[src/rtl/dmem_arbiter_if.sv]
// Bundle of CPU MEM-stage, host burst and dataMem signals around the data-memory arbiter.
// master = arbiter side, slave = the surrounding pipeline/host/memory.
interface dmem_arbiter_if #(
    parameter int DATA_W  = 24,
    parameter int ADDR_W  = 24,
    parameter int BURST_W = 8
);
    logic              cpu_mem_read;
    logic              cpu_mem_write;
    logic [ADDR_W-1:0] cpu_addr;
    logic [DATA_W-1:0] cpu_wdata;
    logic [DATA_W-1:0] cpu_rdata;
    logic              cpu_stall;

    logic               host_req;
    logic               host_we;
    logic [ADDR_W-1:0]  host_addr;
    logic [BURST_W-1:0] host_len;
    logic [DATA_W-1:0]  host_wdata;
    logic               host_wready;
    logic               host_rvalid;
    logic [DATA_W-1:0]  host_rdata;
    logic               host_busy;
    logic               host_done;

    logic [ADDR_W-1:0] mem_addr;
    logic [DATA_W-1:0] mem_wdata;
    logic              mem_we;
    logic              mem_re;
    logic [DATA_W-1:0] mem_rdata;

    modport master (
        input  cpu_mem_read, cpu_mem_write, cpu_addr, cpu_wdata,
        output cpu_rdata, cpu_stall,
        input  host_req, host_we, host_addr, host_len, host_wdata,
        output host_wready, host_rvalid, host_rdata, host_busy, host_done,
        output mem_addr, mem_wdata, mem_we, mem_re,
        input  mem_rdata
    );

    modport slave (
        output cpu_mem_read, cpu_mem_write, cpu_addr, cpu_wdata,
        input  cpu_rdata, cpu_stall,
        output host_req, host_we, host_addr, host_len, host_wdata,
        input  host_wready, host_rvalid, host_rdata, host_busy, host_done,
        input  mem_addr, mem_wdata, mem_we, mem_re,
        output mem_rdata
    );
endinterface

[src/rtl/dmem_arbiter.sv]
// Data-memory port arbiter: CPU has priority, host bursts get a forced grant after MAX_WAIT
// CPU-served cycles; a one-cycle COOLDOWN after every burst guarantees the CPU a slot.
module dmem_arbiter #(
    parameter int DATA_W   = 24,
    parameter int ADDR_W   = 24,
    parameter int MAX_WAIT = 8,
    parameter int BURST_W  = 8
) (
    input  logic clk,
    input  logic reset,
    dmem_arbiter_if.master bus
);
    localparam int WAIT_W = $clog2(MAX_WAIT + 1);

    typedef enum logic [1:0] {S_IDLE, S_BURST, S_COOL} state_t;

    state_t             r_state;
    logic [ADDR_W-1:0]  r_addr;
    logic [BURST_W-1:0] r_left;
    logic               r_we;
    logic [WAIT_W-1:0]  r_wait;
    logic               r_rvalid;
    logic [DATA_W-1:0]  r_rdata;
    logic               r_done;

    logic w_cpu_acc;
    logic w_burst;

    assign w_cpu_acc = bus.cpu_mem_read | bus.cpu_mem_write;
    assign w_burst   = (r_state == S_BURST);

    always_ff @(posedge clk) begin
        if (reset) begin
            r_state  <= S_IDLE;
            r_addr   <= '0;
            r_left   <= '0;
            r_we     <= 1'b0;
            r_wait   <= '0;
            r_rvalid <= 1'b0;
            r_rdata  <= '0;
            r_done   <= 1'b0;
        end else begin
            r_rvalid <= 1'b0;
            r_done   <= 1'b0;
            case (r_state)
                S_IDLE: begin
                    if (bus.host_req) begin
                        // Grant on a free CPU slot or once the host has waited long enough.
                        if (!w_cpu_acc || r_wait == WAIT_W'(MAX_WAIT)) begin
                            r_state <= S_BURST;
                            r_addr  <= bus.host_addr;
                            r_left  <= (bus.host_len == '0) ? BURST_W'(1) : bus.host_len;
                            r_we    <= bus.host_we;
                            r_wait  <= '0;
                        end else begin
                            r_wait <= r_wait + WAIT_W'(1);
                        end
                    end else begin
                        r_wait <= '0;
                    end
                end
                S_BURST: begin
                    r_addr <= r_addr + ADDR_W'(1);
                    r_left <= r_left - BURST_W'(1);
                    if (!r_we) begin
                        r_rvalid <= 1'b1;
                        r_rdata  <= bus.mem_rdata;
                    end
                    if (r_left == BURST_W'(1)) begin
                        r_state <= S_COOL;
                        r_done  <= 1'b1;
                    end
                end
                S_COOL:  r_state <= S_IDLE;
                default: r_state <= S_IDLE;
            endcase
        end
    end

    assign bus.mem_addr  = w_burst ? r_addr          : bus.cpu_addr;
    assign bus.mem_wdata = w_burst ? bus.host_wdata  : bus.cpu_wdata;
    assign bus.mem_we    = w_burst ? r_we            : bus.cpu_mem_write;
    assign bus.mem_re    = w_burst ? !r_we           : bus.cpu_mem_read;

    assign bus.cpu_rdata   = bus.mem_rdata;
    assign bus.cpu_stall   = w_burst & w_cpu_acc;
    assign bus.host_wready = w_burst & r_we;
    assign bus.host_rvalid = r_rvalid;
    assign bus.host_rdata  = r_rdata;
    assign bus.host_busy   = (r_state != S_IDLE);
    assign bus.host_done   = r_done;
endmodule
[src/flat_wrapper.sv]
// flat-port wrapper written by rule: the top's interface ports become plain ports
module dmem_arbiter_flat 
#(
    parameter int DATA_W   = 24,
    parameter int ADDR_W   = 24,
    parameter int MAX_WAIT = 8,
    parameter int BURST_W  = 8
)
  (clk, reset, bus_cpu_mem_read, bus_cpu_mem_write, bus_cpu_addr, bus_cpu_wdata, bus_cpu_rdata, bus_cpu_stall, bus_host_req, bus_host_we, bus_host_addr, bus_host_len, bus_host_wdata, bus_host_wready, bus_host_rvalid, bus_host_rdata, bus_host_busy, bus_host_done, bus_mem_addr, bus_mem_wdata, bus_mem_we, bus_mem_re, bus_mem_rdata);
  dmem_arbiter_if #(.DATA_W(DATA_W), .ADDR_W(ADDR_W), .BURST_W(BURST_W)) bus_i ();
  input  logic clk;
  input  logic reset;
  input wire logic [$bits(bus_i.cpu_mem_read)-1:0] bus_cpu_mem_read;
  input wire logic [$bits(bus_i.cpu_mem_write)-1:0] bus_cpu_mem_write;
  input wire logic [$bits(bus_i.cpu_addr)-1:0] bus_cpu_addr;
  input wire logic [$bits(bus_i.cpu_wdata)-1:0] bus_cpu_wdata;
  output wire logic [$bits(bus_i.cpu_rdata)-1:0] bus_cpu_rdata;
  output wire logic [$bits(bus_i.cpu_stall)-1:0] bus_cpu_stall;
  input wire logic [$bits(bus_i.host_req)-1:0] bus_host_req;
  input wire logic [$bits(bus_i.host_we)-1:0] bus_host_we;
  input wire logic [$bits(bus_i.host_addr)-1:0] bus_host_addr;
  input wire logic [$bits(bus_i.host_len)-1:0] bus_host_len;
  input wire logic [$bits(bus_i.host_wdata)-1:0] bus_host_wdata;
  output wire logic [$bits(bus_i.host_wready)-1:0] bus_host_wready;
  output wire logic [$bits(bus_i.host_rvalid)-1:0] bus_host_rvalid;
  output wire logic [$bits(bus_i.host_rdata)-1:0] bus_host_rdata;
  output wire logic [$bits(bus_i.host_busy)-1:0] bus_host_busy;
  output wire logic [$bits(bus_i.host_done)-1:0] bus_host_done;
  output wire logic [$bits(bus_i.mem_addr)-1:0] bus_mem_addr;
  output wire logic [$bits(bus_i.mem_wdata)-1:0] bus_mem_wdata;
  output wire logic [$bits(bus_i.mem_we)-1:0] bus_mem_we;
  output wire logic [$bits(bus_i.mem_re)-1:0] bus_mem_re;
  input wire logic [$bits(bus_i.mem_rdata)-1:0] bus_mem_rdata;
  assign bus_i.cpu_mem_read = bus_cpu_mem_read;
  assign bus_i.cpu_mem_write = bus_cpu_mem_write;
  assign bus_i.cpu_addr = bus_cpu_addr;
  assign bus_i.cpu_wdata = bus_cpu_wdata;
  assign bus_cpu_rdata = bus_i.cpu_rdata;
  assign bus_cpu_stall = bus_i.cpu_stall;
  assign bus_i.host_req = bus_host_req;
  assign bus_i.host_we = bus_host_we;
  assign bus_i.host_addr = bus_host_addr;
  assign bus_i.host_len = bus_host_len;
  assign bus_i.host_wdata = bus_host_wdata;
  assign bus_host_wready = bus_i.host_wready;
  assign bus_host_rvalid = bus_i.host_rvalid;
  assign bus_host_rdata = bus_i.host_rdata;
  assign bus_host_busy = bus_i.host_busy;
  assign bus_host_done = bus_i.host_done;
  assign bus_mem_addr = bus_i.mem_addr;
  assign bus_mem_wdata = bus_i.mem_wdata;
  assign bus_mem_we = bus_i.mem_we;
  assign bus_mem_re = bus_i.mem_re;
  assign bus_i.mem_rdata = bus_mem_rdata;
  dmem_arbiter #(.DATA_W(DATA_W), .ADDR_W(ADDR_W), .MAX_WAIT(MAX_WAIT), .BURST_W(BURST_W)) u_core (.clk(clk), .reset(reset), .bus(bus_i));
endmodule
[config.mk]
export PLATFORM = sky130hd
export DESIGN_NAME = dmem_arbiter_flat
export DESIGN_NICKNAME = d
export VERILOG_FILES = /design/src/rtl/dmem_arbiter_if.sv /design/src/rtl/dmem_arbiter.sv /design/src/flat_wrapper.sv
export SDC_FILE = /design/constraint.sdc
export NUM_CORES = 1
export LEC_CHECK = 0
export ABC_AREA = 1
export CAP_MARGIN = 20
export CORE_UTILIZATION = 36
export DETAILED_ROUTE_END_ITERATION = 6
export PLACE_DENSITY = 0.79
export SYNTH_ARGS = -nofsm -noshare
export SYNTH_HDL_FRONTEND = slang
export SYNTH_SLANG_ARGS = --single-unit
[constraint.sdc]
create_clock -name clk -period 1.4 [get_ports clk]
set_input_delay 0.14 -clock clk [delete_from_list [all_inputs] [get_ports clk]]
set_output_delay 0.14 -clock clk [all_outputs]
set_load 0.005 [all_outputs]
==> impl_metrics.py, run 1 <==
metrics = {
    "timing": {
        "worst_clock_skew_ns": 0.0138,
        "final.setup.tns_ns": -13.65,
        "worstMarginPinSlew_ns": 0.377,
        "setup_slack_ns": -0.258,
        "slew_headroom_pct": 74.7,
        "hold_violations": 0,
        "rsz0062_at_grt": "yes",
        "setup_viol": 103,
        "maxSlewViolCount": 0,
        "whs_ns": 0.170,
        "min_period_ns": 1.66,
        "fmax_mhz": 603,
        "fin_crit_sh_pct": 118,
    },
    "detailed_routing": {
        "ant_nets": 0,
        "drc_errors": 0,
        "viasPerCell": 5.38,
        "vias": 6466,
        "dr.pass1.iters": 6,
        "wl_um": 22900,
        "drt_iter0_drc": 677,
        "wl_per_cell_um": 19.1,
    },
    "logic_synthesis": {
        "ys.flop_type": "dfxtp_1",
        "synth_area_leaders": "dfxtp_1 31%, nand2_1 20%, nor2_1 14%",
        "synth_edf_count": 0,
        "synth_nets": 865,
        "ys_seq_elements": 65,
        "netlist_instances": 726,
        "syn_area_um2": 4250,
        "async_flop_share_pct": 0,
        "synth_common_cells": "226 x nand2_1, 158 x nor2_1, 65 x dfxtp_1, 62 x o21ai_0, 52 x inv_1",
        "ys_seq_area_share_pct": 30.6,
        "synth_top_area_share_pct": 30.6,
        "yosys_warnings": 0,
        "synth_cell_types": 33,
        "synth_top_cell_by_area": "dfxtp_1",
        "postSynthAreaPerCell_um2": 5.85,
        "synth.most_common_cell": "nand2_1",
    },
    "placement": {
        "dp.cells": 1125,
        "gp_congestion": 0.838,
        "hpwl_um": 11700,
        "place_area_um2": 7080,
        "place_ws_ns": -0.295,
        "io_buffers": 236,
    },
    "worst_setup_path": {
        "crit_fanout": 8,
        "critPathArrivalTime_ns": 1.52,
        "critPathRequiredTime_ns": 1.26,
        "path_class": "flop to output pin",
        "start_kind": "flop",
        "endpoint_kind": "output pin",
    },
    "cells_and_area": {
        "design_area_um2": 9320,
        "antenna_cells": 0,
        "fin_cells": 1201,
        "nFillCells": 692,
        "fin_nets": 1192,
        "drive_gt1_share_pct": 41.1,
        "utilization_pct": 81.3,
        "syn_to_final_growth_pct": 119,
    },
    "cts": {
        "numClockSinks": 65,
        "cts_max_path_buffers": 2,
        "clkTransAtPathRegs_ns": 0.06,
        "cts-htree-levels": 3,
        "clkLatencyLatePin_ns": 0.34,
        "cts-root-buf": "clkbuf_16",
        "cts_tree": "built",
        "cts_buffers": 9,
    },
    "global_route": {
        "grt_pass1_wl_um": 29200,
        "gr-total-overflow": 0,
        "grt_start_max_net_pins": 25,
        "grt_pass1_vias": 5851,
        "grt_antenna_before_repair": 0,
        "grt_usage_pct": 29.8,
    },
    "die": {
        "dieWidth_um": 111,
        "placementRows": 39,
        "coreArea_um2": 11500,
        "initial_core_util_pct": 37.1,
        "die_h_um": 111,
        "dieArea_um2": 12200,
        "pin_count": 237,
    },
    "job": {
        "drv_cap": 0,
    },
    "min_path": {
        "min_path_type": "input port to flop",
    },
    "outcome": {
        "violations": "setup timing",
        "status": "finished, violations left",
    },
    "power": {
        "max-vdd-ir-drop_mv": 0.728,
        "power.density_nw_per_um2": 729,
        "p_leak_nw": 4.34,
        "totalPowerFinal_mw": 6.79,
    },
}
[final timing paths]
| kind | start | endpoint | slack [ns] | depth (start not counted) |
|---|---|---|---|---|
| setup reg to reg | u_core.r_state[1] | u_core.r_addr[11] | -0.23 | 9 |
| setup / recovery | u_core.r_state[1] | bus_mem_re | -0.26 | 8 |
| hold / removal | bus_mem_rdata[7] | u_core.bus.host_rdata[7] | 0.17 | 3 |
| hold reg to reg | u_core.r_left[7] | u_core.r_left[7] | 0.50 | 2 |
[worst max-delay path, stage by stage, from the launching register on]
cell     delay [ns]
dfxtp_2        0.34
inv_4          0.08
nand2_8        0.07
buf_6          0.14
buf_12         0.14
buf_6          0.12
nor2_4         0.10
a21oi_2        0.04
buf_2          0.13
[area by class of cell]
type	count	area (µm²)	share of cell area, %
Clock inverter	4	28.8	0.309
Sequential cell	65	1330	14.2
Multi-Input combinational cell	552	3480	37.3
Tap cell	143	179	1.92
Inverter	55	241	2.59
Timing Repair Buffer	370	3820	41.0
Clock buffer	12	246	2.64
[registers in the layout, summed over array words and instances (netlist names)]
name	cells
u_core.bus.host_rdata	24
u_core.r_addr	24
u_core.r_left	8
u_core.r_wait	4
u_core.r_state	2
u_core.bus.host_done	1
u_core.bus.host_rvalid	1
u_core.r_we	1
[power by group]
| group | switching [mW] | internal, mW |
|---|---|---|
| sequential | 0.139 | 1.98 |
| combinational | 1.16 | 1.36 |
| clock | 0.897 | 1.25 |
[metal layers]
metal / global-route usage (%) / routed length [µm] / up-vias
li1: - / - / 2933
met1: 33.0 / 8190 / 3021
met2: 53.2 / 11600 / 435
met3: 8.15 / 2170 / 77
met4: 12.3 / 933 / 0
met5: 0 / 0 / -
[cell families (layout without fill, tap and decap cells)]
logic type                 count (synthesis)  count (layout)  synth area share, %
xor gates and xnor gates                   3               3                0.618
and+or+nand+nor                          439             441                 41.4
buffers and inverters                    111             441                 13.1
adders and majority gates                  5               5                 1.47
DFF                                       65              65                 30.6
AOI/OAI and AO/OA                        103             103                 12.7
[repair_timing]
action | CTS | global route
gates resized for setup | 385 | 280
pin swaps | 38 | 70
setup buffers | 28 | 23
endpoints found under the setup margin | 115 | 113
hold buffers | 0 | 0
cloned | 14 | 7
[layout by cell type, fill, tap and decap left out, types with 11 or more instances in the layout]
master             n
nand3_1           21
dfxtp_1           51
inv_1             47
o21ai_2           14
nand2_2           64
o21ai_0           29
o21ai_1           26
clkdlybuf4s50_1  181
buf_8             15
buf_6             41
nor2_4            43
buf_2             40
dfxtp_2           11
buf_4             61
nand2_1          127
nor2_2            26
nor2_1            92
a21oi_1           14
nand2_4           37
clkbuf_16         13
Power figures use the tool's default switching activity.
==> inputs of run 2 (changes only) <==
--- a/config.mk
+++ b/config.mk
@@ -9,7 +9,7 @@
 export CAP_MARGIN = 20
 export CORE_UTILIZATION = 36
 export DETAILED_ROUTE_END_ITERATION = 6
-export PLACE_DENSITY = 0.79
+export PLACE_DENSITY = 0.87
 export SYNTH_ARGS = -nofsm -noshare
 export SYNTH_HDL_FRONTEND = slang
 export SYNTH_SLANG_ARGS = --single-unit
==> impl_metrics.py, run 2 (synthesis gave the netlist of run 1 again) <==
metrics = {
    "timing": {
        "worstMarginPinSlew_ns": 0.359,
        "min_period_ns": 1.72,
        "fin_crit_sh_pct": 123,
        "hold_violations": 0,
        "slew_headroom_pct": 76.0,
        "maxSlewViolCount": 0,
        "setup_viol": 112,
        "setup_slack_ns": -0.323,
        "worst_clock_skew_ns": 0.0169,
        "whs_ns": 0.159,
        "fmax_mhz": 580,
        "rsz0062_at_grt": "yes",
    },
    "power": {
        "max-vdd-ir-drop_mv": 0.713,
        "power.density_nw_per_um2": 750,
        "totalPowerFinal_mw": 7.34,
        "p_leak_nw": 4.45,
    },
    "global_route": {
        "grt_antenna_before_repair": 0,
        "gr-total-overflow": 0,
        "grt_pass1_wl_um": 32700,
        "top_usage_layer": "met2",
        "grt_usage_pct": 33.7,
        "gr-usage-met2_pct": 60.8,
        "use_met1_pct": 35.3,
        "grt_pass1_vias": 6536,
        "use_met3_pct": 8.75,
        "grt_start_max_net_pins": 28,
    },
    "detailed_routing": {
        "dr.pass1.iters": 7,
        "wl_per_cell_um": 21.1,
        "viasPerCell": 5.69,
        "wl_um": 25900,
        "drc_errors": 63,
        "ant_nets": 0,
        "drt_iter0_drc": 887,
        "vias": 6971,
    },
    "worst_setup_path": {
        "critPathBufInv": 0,
        "crit_fanout": 4,
        "cp_slowest_stage_delay_ns": 0.37,
        "endpoint_kind": "flop",
        "crit_path_top_delay_cell": "dfxtp_4",
        "path_class": "flop to flop",
        "start_kind": "flop",
        "cp_cell_sequence": "ha_4, nand2_4, nor2_4, nand2_4, nor2_4, nand2_1, nand2_1, nand2_2, nor2_2, nor2_1",
        "critPathRequiredTime_ns": 1.64,
        "critPathArrivalTime_ns": 1.96,
        "critical_path.top_delay_family": "simple AND/OR/NAND/NOR gates",
    },
    "die": {
        "dieArea_um2": 12200,
        "initial_core_util_pct": 37.1,
        "die_h_um": 111,
        "dieWidth_um": 111,
        "pin_count": 237,
        "placementRows": 39,
        "coreArea_um2": 11500,
    },
    "cells_and_area": {
        "fin_cells": 1225,
        "utilization_pct": 85.3,
        "fin_nets": 1216,
        "final_common_cell": "clkdlybuf4s50_1",
        "syn_to_final_growth_pct": 130,
        "antenna_cells": 0,
        "most-common-layout-cells": "177 x clkdlybuf4s50_1, 125 x nand2_1, 95 x nor2_1, 74 x buf_4, 66 x nand2_2",
        "drive_gt1_share_pct": 44.8,
        "nFillCells": 544,
    },
    "cts": {
        "cts-root-buf": "clkbuf_16",
        "postCtsHoldBufs": 0,
        "cts_buffers": 9,
        "cts_max_path_buffers": 2,
        "clkLatencyLatePin_ns": 0.36,
        "cts-htree-levels": 3,
        "numClockSinks": 65,
        "clkTransAtPathRegs_ns": 0.06,
        "cts_tree": "built",
    },
    "outcome": {
        "status": "finished, violations left",
        "violations": "DRC, setup timing",
    },
    "placement": {
        "place_ws_ns": -0.263,
        "dp.cells": 1120,
        "gp_congestion": 0.892,
        "hpwl_um": 11600,
        "io_buffers": 236,
    },
    "min_path": {
        "min_path_type": "input port to flop",
    },
    "job": {
        "drv_cap": 0,
    },
}
-- run 2: changes by cell type in the layout (fill, tap and decap cells not counted), moves of 8 or more --
cell	delta
buf_4	+13
o21ai_2	+10
o21ai_0	-18
buf_6	+8
buf_12	+13
-- run 2: cell type report --
| type | instances | area, µm² | share of cell area (%) |
|---|---|---|---|
| Clock buffer | 14 | 274 | 2.80 |
| Timing Repair Buffer | 396 | 4120 | 42.1 |
| Sequential cell | 65 | 1330 | 13.6 |
| Multi-Input combinational cell | 550 | 3590 | 36.7 |
| Clock inverter | 2 | 35.0 | 0.358 |
| Tap cell | 143 | 179 | 1.83 |
| Inverter | 55 | 246 | 2.52 |
-- run 2: tightest hold or removal path: stages --
cell            delay [ns]
dlymetal6s2s_1        0.18
nor2_4                0.06
nor2_1                0.09
-- run 2: layer usage --
| metal | part of all wire (%) | wire [µm] |
|---|---|---|
| met1 | 33 | 8530 |
| met2 | 48 | 12500 |
| met3 | 11 | 2870 |
| met4 | 7.8 | 2010 |
| met5 | 0 | 0 |
-- run 2: through the flow --
| stage | cell area (µm²) | setup TNS (ns) |
|---|---|---|
| after floorplan | 4250 | 0 |
| after global placement | 7090 | -15.51 |
| after detailed placement | 7090 | -18.00 |
| after CTS | 8940 | -10.29 |
| after global routing | 9780 | -23.30 |
| final | 9780 | -18.51 |
-- run 2: path summary, 6_finish.rpt --
check / cells after the start / slack, ns / start / end
setup / recovery: 10 / -0.32 / u_core.r_addr[0] / u_core.r_addr[20]
hold / removal: 3 / 0.16 / bus_mem_rdata[11] / u_core.bus.host_rdata[11]
setup reg to reg: 10 / -0.32 / u_core.r_addr[0] / u_core.r_addr[20]
hold reg to reg: 2 / 0.50 / u_core.r_left[7] / u_core.r_left[7]
-- run 2: what timing repair did --
| item | 4_1_cts | 5_1_grt |
|---|---|---|
| endpoints found under the setup margin | 109 | 120 |
| gates cloned | 15 | 1 |
| pin swaps | 77 | 77 |
| buffers inserted | 61 | 29 |
| resized for setup | 492 | 238 |
-- run 2: power breakdown --
group / leakage (nW) / switching [mW] / total, mW / internal [mW]
logic: 3.76 / 1.26 / 2.72 / 1.46
registers: 0.539 / 0.158 / 2.14 / 1.98
clock network: 0.153 / 0.949 / 2.48 / 1.53
total: 4.45 / 2.37 / 7.34 / 4.97
==> inputs of run 3 (changes only) <==
--- a/config.mk
+++ b/config.mk
@@ -6,7 +6,7 @@
 export NUM_CORES = 1
 export LEC_CHECK = 0
 export ABC_AREA = 1
-export CAP_MARGIN = 20
+export CAP_MARGIN = 0
 export CORE_UTILIZATION = 36
 export DETAILED_ROUTE_END_ITERATION = 6
 export PLACE_DENSITY = 0.87
==> results of run 3 <==
The final DEF is identical to that of run 2; final timing and power are the same.
